===== config.mk =====
export PLATFORM = sky130hd
export DESIGN_NAME = reg_file_nr1w_flat
export DESIGN_NICKNAME = d
export VERILOG_FILES = /design/src/rtl/reg_file_nr1w_if.sv /design/src/rtl/reg_file_nr1w.sv /design/src/flat_wrapper.sv
export SDC_FILE = /design/constraint.sdc
export NUM_CORES = 1
export LEC_CHECK = 0
export ABC_AREA = 1
export ABC_CLOCK_PERIOD_IN_PS = 1400
export CAP_MARGIN = 20
export CELL_PAD_IN_SITES_DETAIL_PLACEMENT = 1
export CELL_PAD_IN_SITES_GLOBAL_PLACEMENT = 2
export CORE_MARGIN = 3
export CORE_UTILIZATION = 25
export CTS_BUF_LIST = sky130_fd_sc_hd__clkbuf_4 sky130_fd_sc_hd__clkbuf_8 sky130_fd_sc_hd__clkbuf_16
export DETAILED_ROUTE_END_ITERATION = 12
export PLACE_DENSITY_LB_ADDON = 0.25
export SYNTH_ARGS = -nofsm -noshare
export SYNTH_HDL_FRONTEND = slang
export SYNTH_SLANG_ARGS = --single-unit

===== constraint.sdc =====
create_clock -name clk -period 1.4 [get_ports clk]
set_input_delay 0.28 -clock clk [delete_from_list [all_inputs] [get_ports clk]]
set_output_delay 0.28 -clock clk [all_outputs]
set_load 0.02 [all_outputs]

===== src/rtl/reg_file_nr1w_if.sv =====
// Register file access bundle: one write port plus READ_PORTS
// packed read ports with per-port enable and valid.
interface reg_file_nr1w_if #(
  parameter int DATA_WIDTH = 32,
  parameter int ADDR_WIDTH = 3,
  parameter int READ_PORTS = 2
);
  logic                             we;
  logic [ADDR_WIDTH-1:0]            wAddr;
  logic [DATA_WIDTH-1:0]            wData;
  logic [READ_PORTS-1:0]            re;
  logic [READ_PORTS*ADDR_WIDTH-1:0] rAddr;
  logic [READ_PORTS*DATA_WIDTH-1:0] rData;
  logic [READ_PORTS-1:0]            rValid;

  modport master (
    output we, wAddr, wData, re, rAddr,
    input  rData, rValid
  );

  modport slave (
    input  we, wAddr, wData, re, rAddr,
    output rData, rValid
  );
endinterface


===== src/rtl/reg_file_nr1w.sv =====
// N-read / 1-write register file with registered reads,
// optional write-to-read bypass and optional hard-wired zero entry.
module reg_file_nr1w #(
  parameter int DATA_WIDTH = 32,
  parameter int ADDR_WIDTH = 3,
  parameter int READ_PORTS = 2,
  parameter int BYPASS     = 1,
  parameter int ZERO_REG0  = 0
) (
  input logic              clk,
  input logic              reset_n,
  reg_file_nr1w_if.slave   bus
);

  localparam int DEPTH = 1 << ADDR_WIDTH;

  logic [DATA_WIDTH-1:0] mem [DEPTH];
  logic                  wr_en;

  assign wr_en = bus.we &&
    !(ZERO_REG0 != 0 && bus.wAddr == '0);

  // Read value seen by a port at this edge
  function automatic logic [DATA_WIDTH-1:0] value(
    input logic [ADDR_WIDTH-1:0] a
  );
    logic [DATA_WIDTH-1:0] v;
    v = mem[a];
    if (ZERO_REG0 != 0 && a == '0)
      v = '0;
    else if (BYPASS != 0 && bus.we && bus.wAddr == a)
      v = bus.wData;
    return v;
  endfunction

  always_ff @(posedge clk or negedge reset_n) begin
    if (!reset_n) begin
      for (int i = 0; i < DEPTH; i++)
        mem[i] <= '0;
    end else if (wr_en) begin
      mem[bus.wAddr] <= bus.wData;
    end
  end

  always_ff @(posedge clk or negedge reset_n) begin
    if (!reset_n) begin
      bus.rData  <= '0;
      bus.rValid <= '0;
    end else begin
      bus.rValid <= bus.re;
      for (int i = 0; i < READ_PORTS; i++) begin
        if (bus.re[i])
          bus.rData[i*DATA_WIDTH +: DATA_WIDTH] <=
            value(bus.rAddr[i*ADDR_WIDTH +: ADDR_WIDTH]);
      end
    end
  end

endmodule


===== src/flat_wrapper.sv =====
// flat-port wrapper written by rule: the top's interface ports become plain ports
module reg_file_nr1w_flat 
#(
  parameter int DATA_WIDTH = 32,
  parameter int ADDR_WIDTH = 3,
  parameter int READ_PORTS = 2,
  parameter int BYPASS     = 1,
  parameter int ZERO_REG0  = 0
)
  (clk, reset_n, bus_we, bus_wAddr, bus_wData, bus_re, bus_rAddr, bus_rData, bus_rValid);
  reg_file_nr1w_if #(.DATA_WIDTH(DATA_WIDTH), .ADDR_WIDTH(ADDR_WIDTH), .READ_PORTS(READ_PORTS)) bus_i ();
  input logic clk;
  input logic reset_n;
  input wire logic [$bits(bus_i.we)-1:0] bus_we;
  input wire logic [$bits(bus_i.wAddr)-1:0] bus_wAddr;
  input wire logic [$bits(bus_i.wData)-1:0] bus_wData;
  input wire logic [$bits(bus_i.re)-1:0] bus_re;
  input wire logic [$bits(bus_i.rAddr)-1:0] bus_rAddr;
  output wire logic [$bits(bus_i.rData)-1:0] bus_rData;
  output wire logic [$bits(bus_i.rValid)-1:0] bus_rValid;
  assign bus_i.we = bus_we;
  assign bus_i.wAddr = bus_wAddr;
  assign bus_i.wData = bus_wData;
  assign bus_i.re = bus_re;
  assign bus_i.rAddr = bus_rAddr;
  assign bus_rData = bus_i.rData;
  assign bus_rValid = bus_i.rValid;
  reg_file_nr1w #(.DATA_WIDTH(DATA_WIDTH), .ADDR_WIDTH(ADDR_WIDTH), .READ_PORTS(READ_PORTS), .BYPASS(BYPASS), .ZERO_REG0(ZERO_REG0)) u_core (.clk(clk), .reset_n(reset_n), .bus(bus_i));
endmodule

==> key figures <==
Pwr
  • Leakage power: 11.2 nW
  • Logic gate share of total power: 0.239
  • Overall Power: 30.6 mW
  • Worst vdd ir: 0.000707 V
  • Pwr dens: 1340 nW/um2
  • Switch share: 0.328
  • Int Pwr: 20.6 mW
  • Seq pwr share: 0.405
  • Net switching power figure: 10.0 mW
  • Clk network pwr share: 0.356

Clock tree
  • CTS tree: done
  • Clock sink total: 322
  • CTS buffer count: 42
  • Worst-skew pair later-pin latency: 0.58 ns
  • Max H-tree Level: 2
  • Root buffer cell: clkbuf_16
  • Maximum clock path buffer count: 3
  • Clk pin slew, worst setup/hold paths: 0.06 ns

Synth
  • Average cell area after synthesis: 7.01 um2
  • Mapped Nets: 2523
  • Unique masters post-synth: 20
  • Flops & latches, synth: 322
  • Cell Area, Synth: 17400 um2
  • Syn Inst Count: 2477
  • YS warnings: 0
  • Sequential cell area fraction in the yosys report: 0.464

Critical path
  • Critical Path AT: 1.21 ns
  • Critical path capture point type: primary output
  • Stages on worst setup path: 1
  • Critical Path Max Stage Delay: 0.47 ns
  • Critical Setup Path Class: register to primary output
  • Reg-to-reg slack, setup: 0.26 ns
  • Worst path buffer plus inverter count: 1
  • Setup crit start kind: register
  • Worst-path cell chain: buf_6
  • CP required: 1.12 ns
  • Delay-heaviest family, CP: flip-flops
  • CP max FO: 2
  • R2R depth: 5
  • Slowest CP cell: dfrtp_2

Die
  • Die height: 269 um
  • Starting Density: 0.255
  • Core area: 68000 um2
  • Io pins: 112
  • Die Wd: 269 um
  • Die area: 72600 um2
  • Core Rows: 95

Finish
  • ANT cells: 0
  • Non-Filler Instances: 3616
  • Fill cells: 8287
  • Area Overhead vs Synth: 32.0%
  • Final Net Count: 2713
  • Most common cell after layout, fill and taps aside: nand2_1
  • Fraction of layout cells with a size suffix above 1: 0.148
  • Commonest cells after routing, fill and taps aside: nand2_1 (863), nand3_1 (538), dfrtp_1 (317)

Global route
  • Pin count of the biggest net entering global routing: 62
  • Gr usage total: 0.213
  • Initial antenna violation count: 0
  • First-pass GRT wire length: 120 mm
  • Grt total ovfl: 0
  • Number of global-route vias before repair: 18800

Timing
  • Worst Clk Skew: 0.0197 ns
  • Hold slack: 0.0618 ns
  • Fin. Hold Viols: 0
  • Fin crit period: 1.49 ns
  • # setup viols final: 34
  • Final period utilization: 1.06
  • Max transition margin: 0.685
  • FMAX: 671 MHz
  • Max Transition Viols Final: 0
  • PnR worst setup slack: -0.0896 ns
  • RSZ-0062 raised after global routing: true
  • Least-Margin Pin Slew: 0.472 ns

Place
  • DP Wirelength: 51.7 mm
  • I/O Buffers: 111
  • Gpl congestion: 0.786
  • Placed Cells: 3513

Drt
  • Antenna-violating nets left: 0
  • Initial DRC count: 1123
  • Via count: 17600
  • DRT Pass-1 Iters: 5
  • Number of remaining DRC errors: 0
  • Total Routed Length: 78.4 mm
  • DR vias/cell: 4.87
  • Wire per inst: 21.7 um

Hold path
  • WHS Path Cells: 3
  • HP Class: input port to register

Job
  • Max-cap check violation count: 0

Status
  • Outcome: complete, but fails checks
  • Failing checks: negative setup slack
[cells in the mapped netlist]
library cell  instances  share of area
a21oi_1              39          0.011
buf_1                16         0.0035
buf_2                85          0.025
buf_4                 1        0.00043
clkbuf_1             77          0.017
clkinv_1             13         0.0028
dfrtp_1             322           0.46
inv_1               178          0.039
inv_2                 8         0.0017
nand2_1             869           0.19
nand2_2               1        0.00036
nand3_1             539           0.16
nor2_1               68          0.015
nor2_2                3         0.0011
nor2_4                2         0.0013
nor3_4                1        0.00094
o21ai_0             208          0.060
o21ai_1              35          0.010
or2_0                 1        0.00036
or2_2                11         0.0040
[metal layers]
metal	vias up	part of all wire	global-route usage
met2	321	0.48	0.367
met5	-	0	0
met4	0	0.026	0.0591
met3	108	0.036	0.0275
li1	8348	-	-
met1	8836	0.45	0.282
[per-stage QoR]
step | cell area (um2) | worst slack (ns) | setup TNS [ns] | util
final | 22900 | -0.0896 | -0.895 | 0.337
after global routing | 22900 | -0.123 | -2.94 | 0.337
after CTS | 22800 | -0.121 | -2.78 | 0.336
after detailed placement | 21200 | -0.681 | -162.75 | 0.311
after global placement | 21200 | -0.623 | -157.03 | 0.311
after floorplan | 17400 | 0.117 | 0 | -
[worst paths after layout]
path | from | end
hold reg to reg | u_core.mem[225] | u_core.mem[225]
max in group asynchronous | reset_n | u_core.bus.rData[28]
hold / removal | bus_re[0] | u_core.bus.rData[12]
setup / recovery | u_core.bus.rData[60] | bus_rData[60]
setup reg to reg | u_core.mem[205] | u_core.bus.rData[45]
min in group asynchronous | reset_n | u_core.mem[253]
[final cells by class]
type / instances / area [um2] / area share
sequential: 322 / 8060 / 0.352
inverter: 199 / 752 / 0.0328
clock buffer: 65 / 1280 / 0.0561
tap: 921 / 1150 / 0.0503
clock inverter: 7 / 63.8 / 0.00279
multi-input combinational: 1777 / 7810 / 0.341
timing repair buffer: 325 / 3780 / 0.165
[state kept, by name (all words and copies together), names as in the netlist]
| register | flops |
|---|---|
| u_core.bus.rData | 64 |
| u_core.mem | 256 |
| u_core.bus.rValid | 2 |
[what timing repair did]
action | 4_1_cts | 5_1_grt
cloned | 1 | 0
resized for setup | 401 | 3
setup endpoints to repair | 92 | 134
pin swaps | 1 | 0
buffers inserted | 18 | 10
endpoints found under the hold margin | 228 | 0
hold buffers | 2 | 0
[kinds of logic (layout without fill, tap and decap cells)]
group | Yosys count | in the layout | share of synthesized area
and+or+nand+nor | 1495 | 1495 | 0.366
AOI/OAI and AO/OA | 282 | 282 | 0.0813
DFF | 322 | 322 | 0.464
buffers and inverters | 378 | 596 | 0.0881
[power by group through the flow]
stage | logic [mW] | clock network (mW) | registers (mW)
floorplan | 3.74 | 0 | 12.4
global placement | 6.96 | 0 | 12.4
detailed placement | 7.16 | 0 | 12.5
CTS | 7.37 | 11.2 | 12.4
global route | 8.25 | 11.6 | 12.6
finish | 7.32 | 10.9 | 12.4
(Power assumes the default switching activity.)
